$ cat config.mk
export PLATFORM = sky130hd
export DESIGN_NAME = clk_div_monitor
export DESIGN_NICKNAME = d
export VERILOG_FILES = /design/src/rtl/clk_mon_pkg.sv /design/src/rtl/sync_edge_det.sv /design/src/rtl/clk_div_monitor.sv
export SDC_FILE = /design/constraint.sdc
export NUM_CORES = 1
export LEC_CHECK = 0
export BUFFER_PORTS_ARGS = -buffer_cell sky130_fd_sc_hd__buf_2
export CORE_ASPECT_RATIO = 1.25
export CORE_MARGIN = 3
export CORE_UTILIZATION = 25
export CTS_CLUSTER_DIAMETER = 80
export DETAILED_ROUTE_END_ITERATION = 10
export GPL_TIMING_DRIVEN = 1
export HOLD_SLACK_MARGIN = 0.03
export PLACE_DENSITY_LB_ADDON = 0.2
export SYNTH_ARGS = -nofsm -noshare
export SYNTH_HDL_FRONTEND = slang
export SYNTH_HIERARCHICAL = 1
export SYNTH_SLANG_ARGS = --single-unit
$ cat constraint.sdc
create_clock -name clkin -period 6.01 [get_ports clkin]
set_input_delay 1.5025 -clock clkin [delete_from_list [all_inputs] [get_ports clkin]]
set_output_delay 1.5025 -clock clkin [all_outputs]
set_load 0.05 [all_outputs]
$ cat src/rtl/clk_mon_pkg.sv
// Shared types and constants for the divided-clock monitor.
package clk_mon_pkg;

  // Monitor states: hunting for first edge, acquiring lock, locked, sticky fault.
  typedef enum logic [1:0] {
    IDLE   = 2'd0,
    ACQ    = 2'd1,
    LOCKED = 2'd2,
    FAULT  = 2'd3
  } mon_state_e;

  // Fault codes reported on fault_code.
  localparam logic [1:0] FC_NONE   = 2'b00;
  localparam logic [1:0] FC_PERIOD = 2'b01;
  localparam logic [1:0] FC_STALL  = 2'b10;
  localparam logic [1:0] FC_PHASE  = 2'b11;

  // Same-cycle fault arbitration: stall beats period beats phase.
  function automatic logic [1:0] pick_fault(input logic stall_hit,
                                            input logic period_hit,
                                            input logic phase_hit);
    logic [1:0] code;
    code = FC_NONE;
    if (stall_hit) begin
      code = FC_STALL;
    end else if (period_hit) begin
      code = FC_PERIOD;
    end else if (phase_hit) begin
      code = FC_PHASE;
    end
    return code;
  endfunction

endpackage

$ cat src/rtl/sync_edge_det.sv
// Two-flop synchronizer followed by one extra stage for edge detection.
// level is the synchronized input; edge_pulse is high for one clkin cycle after
// either polarity of transition has passed through the synchronizer.
module sync_edge_det (
  input  logic clkin,
  input  logic reset,
  input  logic din,
  output logic level,
  output logic edge_pulse
);

  logic meta_q;
  logic sync_q;
  logic sync_qq;

  // Synchronizer chain plus the delayed copy used for edge detection.
  always_ff @(posedge clkin) begin
    if (reset) begin
      meta_q  <= 1'b0;
      sync_q  <= 1'b0;
      sync_qq <= 1'b0;
    end else begin
      meta_q  <= din;
      sync_q  <= meta_q;
      sync_qq <= sync_q;
    end
  end

  assign level      = sync_q;
  assign edge_pulse = sync_q != sync_qq;

endmodule

$ cat src/rtl/clk_div_monitor.sv
// Monitors the divided clock pair from the clock divider, running on clkin.
// Measures the clk half-period in clkin cycles, declares lock after LOCK_CNT
// consecutive in-tolerance intervals and latches period/stall/phase faults.
// Optional feature macro: CLK_MON_PHASE_CHK_EN enables the clk/mem_clk
// complementarity check; without it mem_clk_mon is ignored.
module clk_div_monitor #(
  parameter int unsigned CNT_W    = 24,
  parameter int unsigned EXP_HALF = 10001,
  parameter int unsigned TOL      = 2,
  parameter int unsigned LOCK_CNT = 4
) (
  input  logic             clkin,
  input  logic             reset,
  input  logic             clk_mon,
  input  logic             mem_clk_mon,
  input  logic             clear_fault,
  output logic [CNT_W-1:0] half_period,
  output logic             period_vld,
  output logic             locked,
  output logic             fault,
  output logic [1:0]       fault_code
);

  import clk_mon_pkg::*;

  localparam int unsigned       GC_W    = $clog2(LOCK_CNT + 1);
  localparam logic [CNT_W:0]    EXP_W   = (CNT_W + 1)'(EXP_HALF);
  localparam logic [CNT_W:0]    TOL_W   = (CNT_W + 1)'(TOL);
  localparam logic [CNT_W:0]    LIM_W   = (CNT_W + 1)'(EXP_HALF + TOL);
  localparam logic [GC_W-1:0]   GC_LOCK = GC_W'(LOCK_CNT);
  localparam logic [CNT_W-1:0]  CNT_MAX = '1;

  // Synchronized monitor inputs
  logic clk_lvl;
  logic clk_edge;
  logic phase_err;

  // Interval measurement
  logic [CNT_W-1:0] cnt_q;
  logic [CNT_W-1:0] cnt_d;
  logic [CNT_W:0]   meas;
  logic [CNT_W:0]   dev;
  logic [CNT_W-1:0] meas_sat;
  logic             good;
  logic             stall;
  logic             report;

  // Lock/fault state
  mon_state_e       state_q;
  mon_state_e       state_d;
  logic [GC_W-1:0]  good_cnt_q;
  logic [GC_W-1:0]  good_cnt_d;
  logic [GC_W-1:0]  good_cnt_inc;
  logic [1:0]       fault_code_q;
  logic [1:0]       fault_code_d;
  logic [1:0]       new_code;

  sync_edge_det u_sync_clk (
    .clkin      (clkin),
    .reset      (reset),
    .din        (clk_mon),
    .level      (clk_lvl),
    .edge_pulse (clk_edge)
  );

`ifdef CLK_MON_PHASE_CHK_EN
  logic mem_lvl;
  logic unused_mem_edge;
  logic eq_q;

  sync_edge_det u_sync_mem (
    .clkin      (clkin),
    .reset      (reset),
    .din        (mem_clk_mon),
    .level      (mem_lvl),
    .edge_pulse (unused_mem_edge)
  );

  // Remember last cycle's equality so a single skewed cycle is tolerated.
  always_ff @(posedge clkin) begin
    if (reset) begin
      eq_q <= 1'b0;
    end else begin
      eq_q <= (clk_lvl == mem_lvl);
    end
  end

  assign phase_err = eq_q && (clk_lvl == mem_lvl);
`else
  logic unused_mem_clk;
  assign unused_mem_clk = mem_clk_mon;
  assign phase_err      = 1'b0;
`endif

  // Interval arithmetic: widened by one bit so the tolerance compare cannot wrap.
  always_comb begin
    meas     = {1'b0, cnt_q} + {{CNT_W{1'b0}}, 1'b1};
    dev      = (meas >= EXP_W) ? (meas - EXP_W) : (EXP_W - meas);
    good     = dev <= TOL_W;
    stall    = {1'b0, cnt_q} > LIM_W;
    meas_sat = meas[CNT_W] ? CNT_MAX : meas[CNT_W-1:0];
    // The first edge out of IDLE closes a partial interval, so it is not reported.
    report   = clk_edge && (state_q != IDLE);
    if (clk_edge) begin
      cnt_d = '0;
    end else if (cnt_q != CNT_MAX) begin
      cnt_d = cnt_q + 1'b1;
    end else begin
      cnt_d = cnt_q;
    end
  end

  // Interval counter and reported half-period.
  always_ff @(posedge clkin) begin
    if (reset) begin
      cnt_q       <= '0;
      half_period <= '0;
      period_vld  <= 1'b0;
    end else begin
      cnt_q      <= cnt_d;
      period_vld <= report;
      if (report) begin
        half_period <= meas_sat;
      end
    end
  end

  // Next-state logic for acquisition, lock and sticky fault.
  always_comb begin
    state_d      = state_q;
    good_cnt_d   = good_cnt_q;
    fault_code_d = fault_code_q;
    good_cnt_inc = good_cnt_q + 1'b1;
    new_code     = FC_NONE;

    unique case (state_q)
      IDLE: begin
        if (clk_edge) begin
          state_d    = ACQ;
          good_cnt_d = '0;
        end
      end

      ACQ: begin
        // A late edge is simply a bad interval; stall only applies with no edge.
        if (clk_edge) begin
          if (good) begin
            good_cnt_d = good_cnt_inc;
            if (good_cnt_inc == GC_LOCK) begin
              state_d = LOCKED;
            end
          end else begin
            good_cnt_d = '0;
          end
        end else if (stall) begin
          state_d    = IDLE;
          good_cnt_d = '0;
        end
      end

      LOCKED: begin
        new_code = pick_fault(stall && !clk_edge, clk_edge && !good, phase_err);
        if (new_code != FC_NONE) begin
          // A clear arriving with the detection wins and restarts acquisition.
          if (clear_fault) begin
            state_d      = IDLE;
            fault_code_d = FC_NONE;
          end else begin
            state_d      = FAULT;
            fault_code_d = new_code;
          end
          good_cnt_d = '0;
        end
      end

      FAULT: begin
        if (clear_fault) begin
          state_d      = IDLE;
          fault_code_d = FC_NONE;
          good_cnt_d   = '0;
        end
      end

      default: begin
        state_d      = IDLE;
        good_cnt_d   = '0;
        fault_code_d = FC_NONE;
      end
    endcase
  end

  // State, lock progress and latched fault code.
  always_ff @(posedge clkin) begin
    if (reset) begin
      state_q      <= IDLE;
      good_cnt_q   <= '0;
      fault_code_q <= FC_NONE;
    end else begin
      state_q      <= state_d;
      good_cnt_q   <= good_cnt_d;
      fault_code_q <= fault_code_d;
    end
  end

  assign locked     = state_q == LOCKED;
  assign fault      = state_q == FAULT;
  assign fault_code = fault_code_q;

endmodule

======== Yosys cells after proc, flatten, opt, wreduce, memory -nomap -nowiden ========
Cells that the tools add are included.
word-level totals
  flip-flop bits (word level) ............. 59
  output and inout port bits .............. 29
cells by class
  add/subtract/negate cells ............... 5
  magnitude comparators ................... 3
  equal/unequal tests ..................... 12
  muxes and demuxes ....................... 24
  reduce and logical (&&, ||, !) cells .... 13
operators by type and width
  kind                    count
  $add 24x1->25 const B   1
  $ge 25x14->1 const B    1
  $le 25x2->1 const B     1
  $mux 25                 1
  $sub 14x25->25 const A  1
  $sub 25x14->25 const B  1
  $add 24x1->24 const B   1
  $gt 24x14->1 const B    1
  $mux 2                  12
  $mux 24                 1
  $ne 24x24->1 const B    1
  $mux 3                  6
  $pmux 3 s4              1
  $ne 3x3->1 const B      3
  $pmux 2 s4              1
  $reduce_and 6->1        1
  $reduce_bool 2->1       3
  $eq 2x2->1 const B      2
  $ne 2x2->1 const B      2
  $pmux 2 s2              1
  $reduce_and 4->1        1
  $add 3x1->3 const B     1
  $eq 3x3->1 const B      1
  $logic_and 1x1->1       3
  other kinds (8)         9

======== Logic depth before layout (Yosys ltp) ========
  depth after elaboration ................. 12
  mapped depth ............................ 17
  gate-level depth less buffers ........... 16

======== Modules after synthesis ========
Netlist, hierarchy kept.
by module, submodules not included
  module           times used  cells each  area an instance (sq um)
  clk_div_monitor  1           568         4332.9
  sync_edge_det    1           7           87.6

======== Worst setup path after synthesis ========
OpenSTA, ideal clock, no wires.
  kind .................................... register to register
  start ................................... reg cnt_q[1]
  end ..................................... reg good_cnt_q[0]
  library setup time ...................... 0.059 ns
  arrival time ............................ 4.475 ns
  required time ........................... 5.951 ns
  path slack .............................. 1.476 ns
  stages on the path, launching flop included .. 17
  clock period less this slack ............ 4.534 ns
  path through ............................ dfxtp_1 ha_1 clkbuf_1 clkbuf_1 xnor2_1 ha_1 or3_1 o31ai_1 a21oi_1 o211ai_1 o2111a_1 nand3_1 a2111oi_0 o22ai_1 or4_4 a311oi_2 mux2_2
between the ends
  cells in the longest elaborated chain, start to end .. 12
RTL lines
  what                                          RTL line                source
  start, declared                               clk_div_monitor.sv:39   logic [CNT_W-1:0] cnt_q;
  start signal, assigned                        clk_div_monitor.sv:120  cnt_q <= cnt_d;
  $add 24x1->25                                 clk_div_monitor.sv:97   meas = {1'b0, cnt_q} + {{CNT_W{1'b0}}, 1'b1};
  $sub 14x25->25, or another cell as far along  clk_div_monitor.sv:98   dev = (meas >= EXP_W) ? (meas - EXP_W) : (EXP_W - meas);
  $mux 25                                       clk_div_monitor.sv:98
  $le 25x2->1                                   clk_div_monitor.sv:99   good = dev <= TOL_W;
  $logic_not 1->1                               clk_div_monitor.sv:162  new_code = pick_fault(stall && !clk_edge, clk_edge && !good, phase_err);
  $logic_and 1x1->1                             clk_div_monitor.sv:162
  $mux 1                                        clk_mon_pkg.sv:26       end else if (period_hit) begin
  $mux 2                                        clk_mon_pkg.sv:24       if (stall_hit) begin
  $mux 2                                        clk_div_monitor.sv:136  unique case (state_q)
  $reduce_bool 2->1                             clk_div_monitor.sv:163  if (new_code != FC_NONE) begin
  $ne 2x1->1 (no source line)                   --
  $reduce_and 4->1 (no source line)             --
  end signal, assigned                          clk_div_monitor.sv:200  good_cnt_q <= good_cnt_d;
  end, declared                                 clk_div_monitor.sv:51   logic [GC_W-1:0] good_cnt_q;
Parallel ways exist; a longest one is shown, timed or not. The select of a mux whose other input is x is not followed.
A chain may end at the register's enable or synchronous reset.

======== Final worst setup path ========
  start ................................... reg cnt_q[0]
  end ..................................... reg good_cnt_q[0]
The elaborated chain is that of the path after synthesis.

==> metrics.log <==
[metrics] count of placed standard cells in the final layout, fillers left out: 808
[metrics] area grow syn2layout: 13.90%
[metrics] Final Cycle Share: 87.53%
[metrics] Pwr Density: 203.6 nW/um^2
[metrics] wire length of the first global-routing pass: 22,310 microns
[metrics] final setup violation count: 0
[metrics] data arrival time of the critical path: 5.54 ns
[metrics] YS warnings: 6
[metrics] flip-flop and latch count after synthesis: 59
[metrics] total core area: 17,110 sq um
[metrics] DP Wirelength: 10,760 microns
[metrics] total number of clock tree sinks: 59
[metrics] worst path required time: 6.29 ns
[metrics] # Post-CTS Setup Buffers: 0
[metrics] status: complete, no violations
[metrics] Wirelength per Cell: 17.11 microns
[metrics] worst hold slack across all endpoints: 0.4647 ns
[metrics] slew margin rel.: 42.23%
[metrics] number of I/O pins: 34
[metrics] Clock Path Buffers: 2
[metrics] total non-filler cell area in the finished layout: 5035 sq um
[metrics] count of TritonRoute iterations in the first routing pass: 7
[metrics] final-layout fill cell count: 1,870
[metrics] area of the mapped netlist: 4420 sq um
[metrics] path category of the worst min-delay check: reg -> reg
[metrics] final RePlAce weighted congestion: 0.8985
[metrics] Sequential Area: 1181 sq um
[metrics] total wirelength of the detailed-routed design: 13,830 microns
[metrics] pin slew with the least headroom to its limit: 0.8603 ns
[metrics] fraction of layout cells with a size suffix above 1: 14.29%
[metrics] initial drt markers: 275
[metrics] number of flops mapped to enable cells by yosys: 0
[metrics] share of the synthesized area in the top cell type: 26.72%
[metrics] all-layer global routing usage: 14.14%
[metrics] number of cells produced by synthesis: 575
[metrics] final net count: 599
[metrics] count of unique library cells instantiated by Yosys: 77
[metrics] ANT nets after route: 0
[metrics] die outline height: 154.7 microns
[metrics] # H-tree levels: 3
[metrics] synthesized area per cell: 7.688 sq um
[metrics] Multi-input gate area: 3005 sq um
[metrics] total DRC errors in the routed layout: 0
[metrics] most area-hungry cell type in the Yosys netlist: dfxtp_1
[metrics] count of port buffers added during placement: 32
[metrics] number of buffers inserted for hold repair after clock tree synthesis: 0
[metrics] Synth area leaders: dfxtp_1, nor2_1, xnor2_1
[metrics] achievable frequency: 190.1 MHz
[metrics] Placement Cell Area: 4765 sq um
[metrics] routed via count: 4,381
[metrics] CTS tree: done
[metrics] Maximum Capacitance Violations: 0
[metrics] min cycle time layout: 5.260 ns
[metrics] met3 global-route usage: 2.314%
[metrics] met2 Usage GRT: 26.08%
[metrics] proportion of synthesized flip-flops having asynchronous set or reset: 0%
[metrics] Overall Power: 1.025 mW
[metrics] Num CTS Buffers: 9
[metrics] vias per std cell: 5.422
[metrics] count of final hold-check violations: 0
[metrics] clock-pin transition on the worst setup and hold timing paths: 0.05 ns
[metrics] Most Crowded Layer GR: met2
[metrics] via count of the first global-routing pass: 4,149
[metrics] Clk Tree Root Cell: clkbuf_16
[metrics] critical setup path kind: reg -> reg
[metrics] Setup Skew: 0.01159 ns
[metrics] total inserted antenna cells: 0
[metrics] source-to-sink clock delay at the later pin of the worst-skew pair: 0.34 ns
[metrics] total grt overflow: 0
[metrics] total placed cells including tap cells: 795
[metrics] RSZ-0062 raised after global routing: false
[metrics] die outline area: 19,320 sq um
[metrics] IR drop worst, VDD: 0.1247 mV
[metrics] number of standard-cell rows in the floorplan: 53
[metrics] cells resized by post-CTS repair: 0
[metrics] net count after synthesis: 588
[metrics] minimum setup slack among reg-to-reg paths: 0.75 ns
[metrics] most used flip-flop cell after synthesis: dfxtp_1
[metrics] total negative slack for setup checks: 0 ns
[metrics] antenna violations before repair: 0
[metrics] crit-path max FO: 17
[metrics] horizontal die dimension: 124.9 microns
[metrics] sequential fraction of the synthesis area: 26.72%
[metrics] Lkg Pwr: 1.901 nW
[metrics] met1 Resource Use GR: 16.36%
[metrics] starting density of the core: 25.84%
[metrics] kind of launch point of the worst setup path: flop
[metrics] pin count of the biggest net entering global routing: 47
[metrics] Max Slew Vio Count: 0
[metrics] Critical Path Sink Type: flop
registers in the layout (all words and copies together) (netlist names):
register and flops:
fault_code 2, u_sync_clk/level 1, period_vld 1, state_q 2, u_sync_clk/meta_q 1, good_cnt_q 3
half_period 24, u_sync_clk/sync_qq 1, cnt_q 24
kinds of logic after synthesis:
group,count (synthesis),share of synthesized area (%)
mux,8,1.868
fa+ha+maj,8,2.264
buf+inv,57,5.293
compound gates,152,25.02
flops,59,26.72
simple gates,251,30.91
xor+xnor,40,7.925
area by class of cell:
type / instances / share of cell area, %
Clock buffer: 9 / 4.473
Clock inverter: 4 / 0.8946
Inverter: 12 / 0.8946
Multi-Input combinational cell: 459 / 59.69
Sequential cell: 59 / 23.46
Tap cell: 220 / 5.467
Timing Repair Buffer: 45 / 5.119
power breakdown:
part           leakage [nW]  switching, mW  total, mW  internal (mW)
Combinational          1.29         0.0940      0.137         0.0430
Sequential            0.477        0.00893      0.411          0.402
Clock                 0.137          0.167      0.477          0.310
Total                  1.90          0.270       1.03          0.756
synth_stat cells, types with 16 or more instances:
master / number
nor3_1: 19
a21oi_1: 34
nor2_1: 79
nand2_1: 43
nand3_1: 16
xnor2_1: 24
a211oi_1: 17
clkbuf_1: 31
xor2_1: 16
dfxtp_1: 59
o21ai_0: 18
nand4_1: 21
per-layer routing:
metal	wire, microns	part of all wire (%)	up-vias
li1	-	-	2150
met1	5707	41	2096
met2	7323	53	114
met3	466	3.4	21
met4	331	2.4	0
met5	0	0	-
worst max-delay path, stage by stage (launching register included):
cell	delay, ns
dfxtp_1	0.33
ha_1	0.58
nand4_4	0.23
nor4_2	0.51
nand4_1	0.21
a211oi_2	0.71
o2111ai_2	0.34
nor3_2	0.58
mux2i_1	0.23
nand4bb_1	0.25
or4_4	0.58
a311oi_2	0.43
mux2_2	0.22
cells in the final DEF (no fill, tap or decap), types with 4 or more instances in the layout:
master | Yosys | routed
xnor2_1 | 24 | 24
o211ai_1 | 9 | 9
nor2b_1 | 7 | 7
ha_1 | 8 | 8
o31ai_1 | 9 | 9
o21ai_0 | 18 | 18
nor4_1 | 5 | 5
o311ai_0 | 4 | 4
xor2_1 | 16 | 16
a21boi_0 | 5 | 5
dfxtp_1 | 59 | 59
a31oi_1 | 5 | 5
clkbuf_16 | 0 | 9
buf_2 | 4 | 32
a21oi_1 | 34 | 34
and2_1 | 11 | 11
nand2b_1 | 5 | 5
mux2i_1 | 6 | 6
and3_1 | 7 | 7
nand4_1 | 21 | 21
nand3_1 | 16 | 16
or2_2 | 4 | 4
nand2_1 | 43 | 43
a211oi_1 | 17 | 17
nor3_1 | 19 | 19
or3_1 | 6 | 6
buf_4 | 4 | 13
a311oi_1 | 13 | 13
nor2_1 | 79 | 79
inv_1 | 12 | 12
per-stage QoR:
stage | setup WS, ns | util (%)
floorplan | 1.476 | -
global placement | 0.8412 | 27.85
detailed placement | 0.8015 | 27.85
CTS | 0.7730 | 29.43
global route | 0.3120 | 29.43
finish | 0.7495 | 29.43
final timing paths:
check                          from               end  cells past startpoint
setup reg to reg           cnt_q[0]     good_cnt_q[0]                     12
setup / recovery           cnt_q[0]     good_cnt_q[0]                     12
hold reg to reg   u_sync_clk/meta_q  u_sync_clk/level                      1
hold / removal    u_sync_clk/meta_q  u_sync_clk/level                      1
Note: power is estimated with default switching activity, not from simulation.
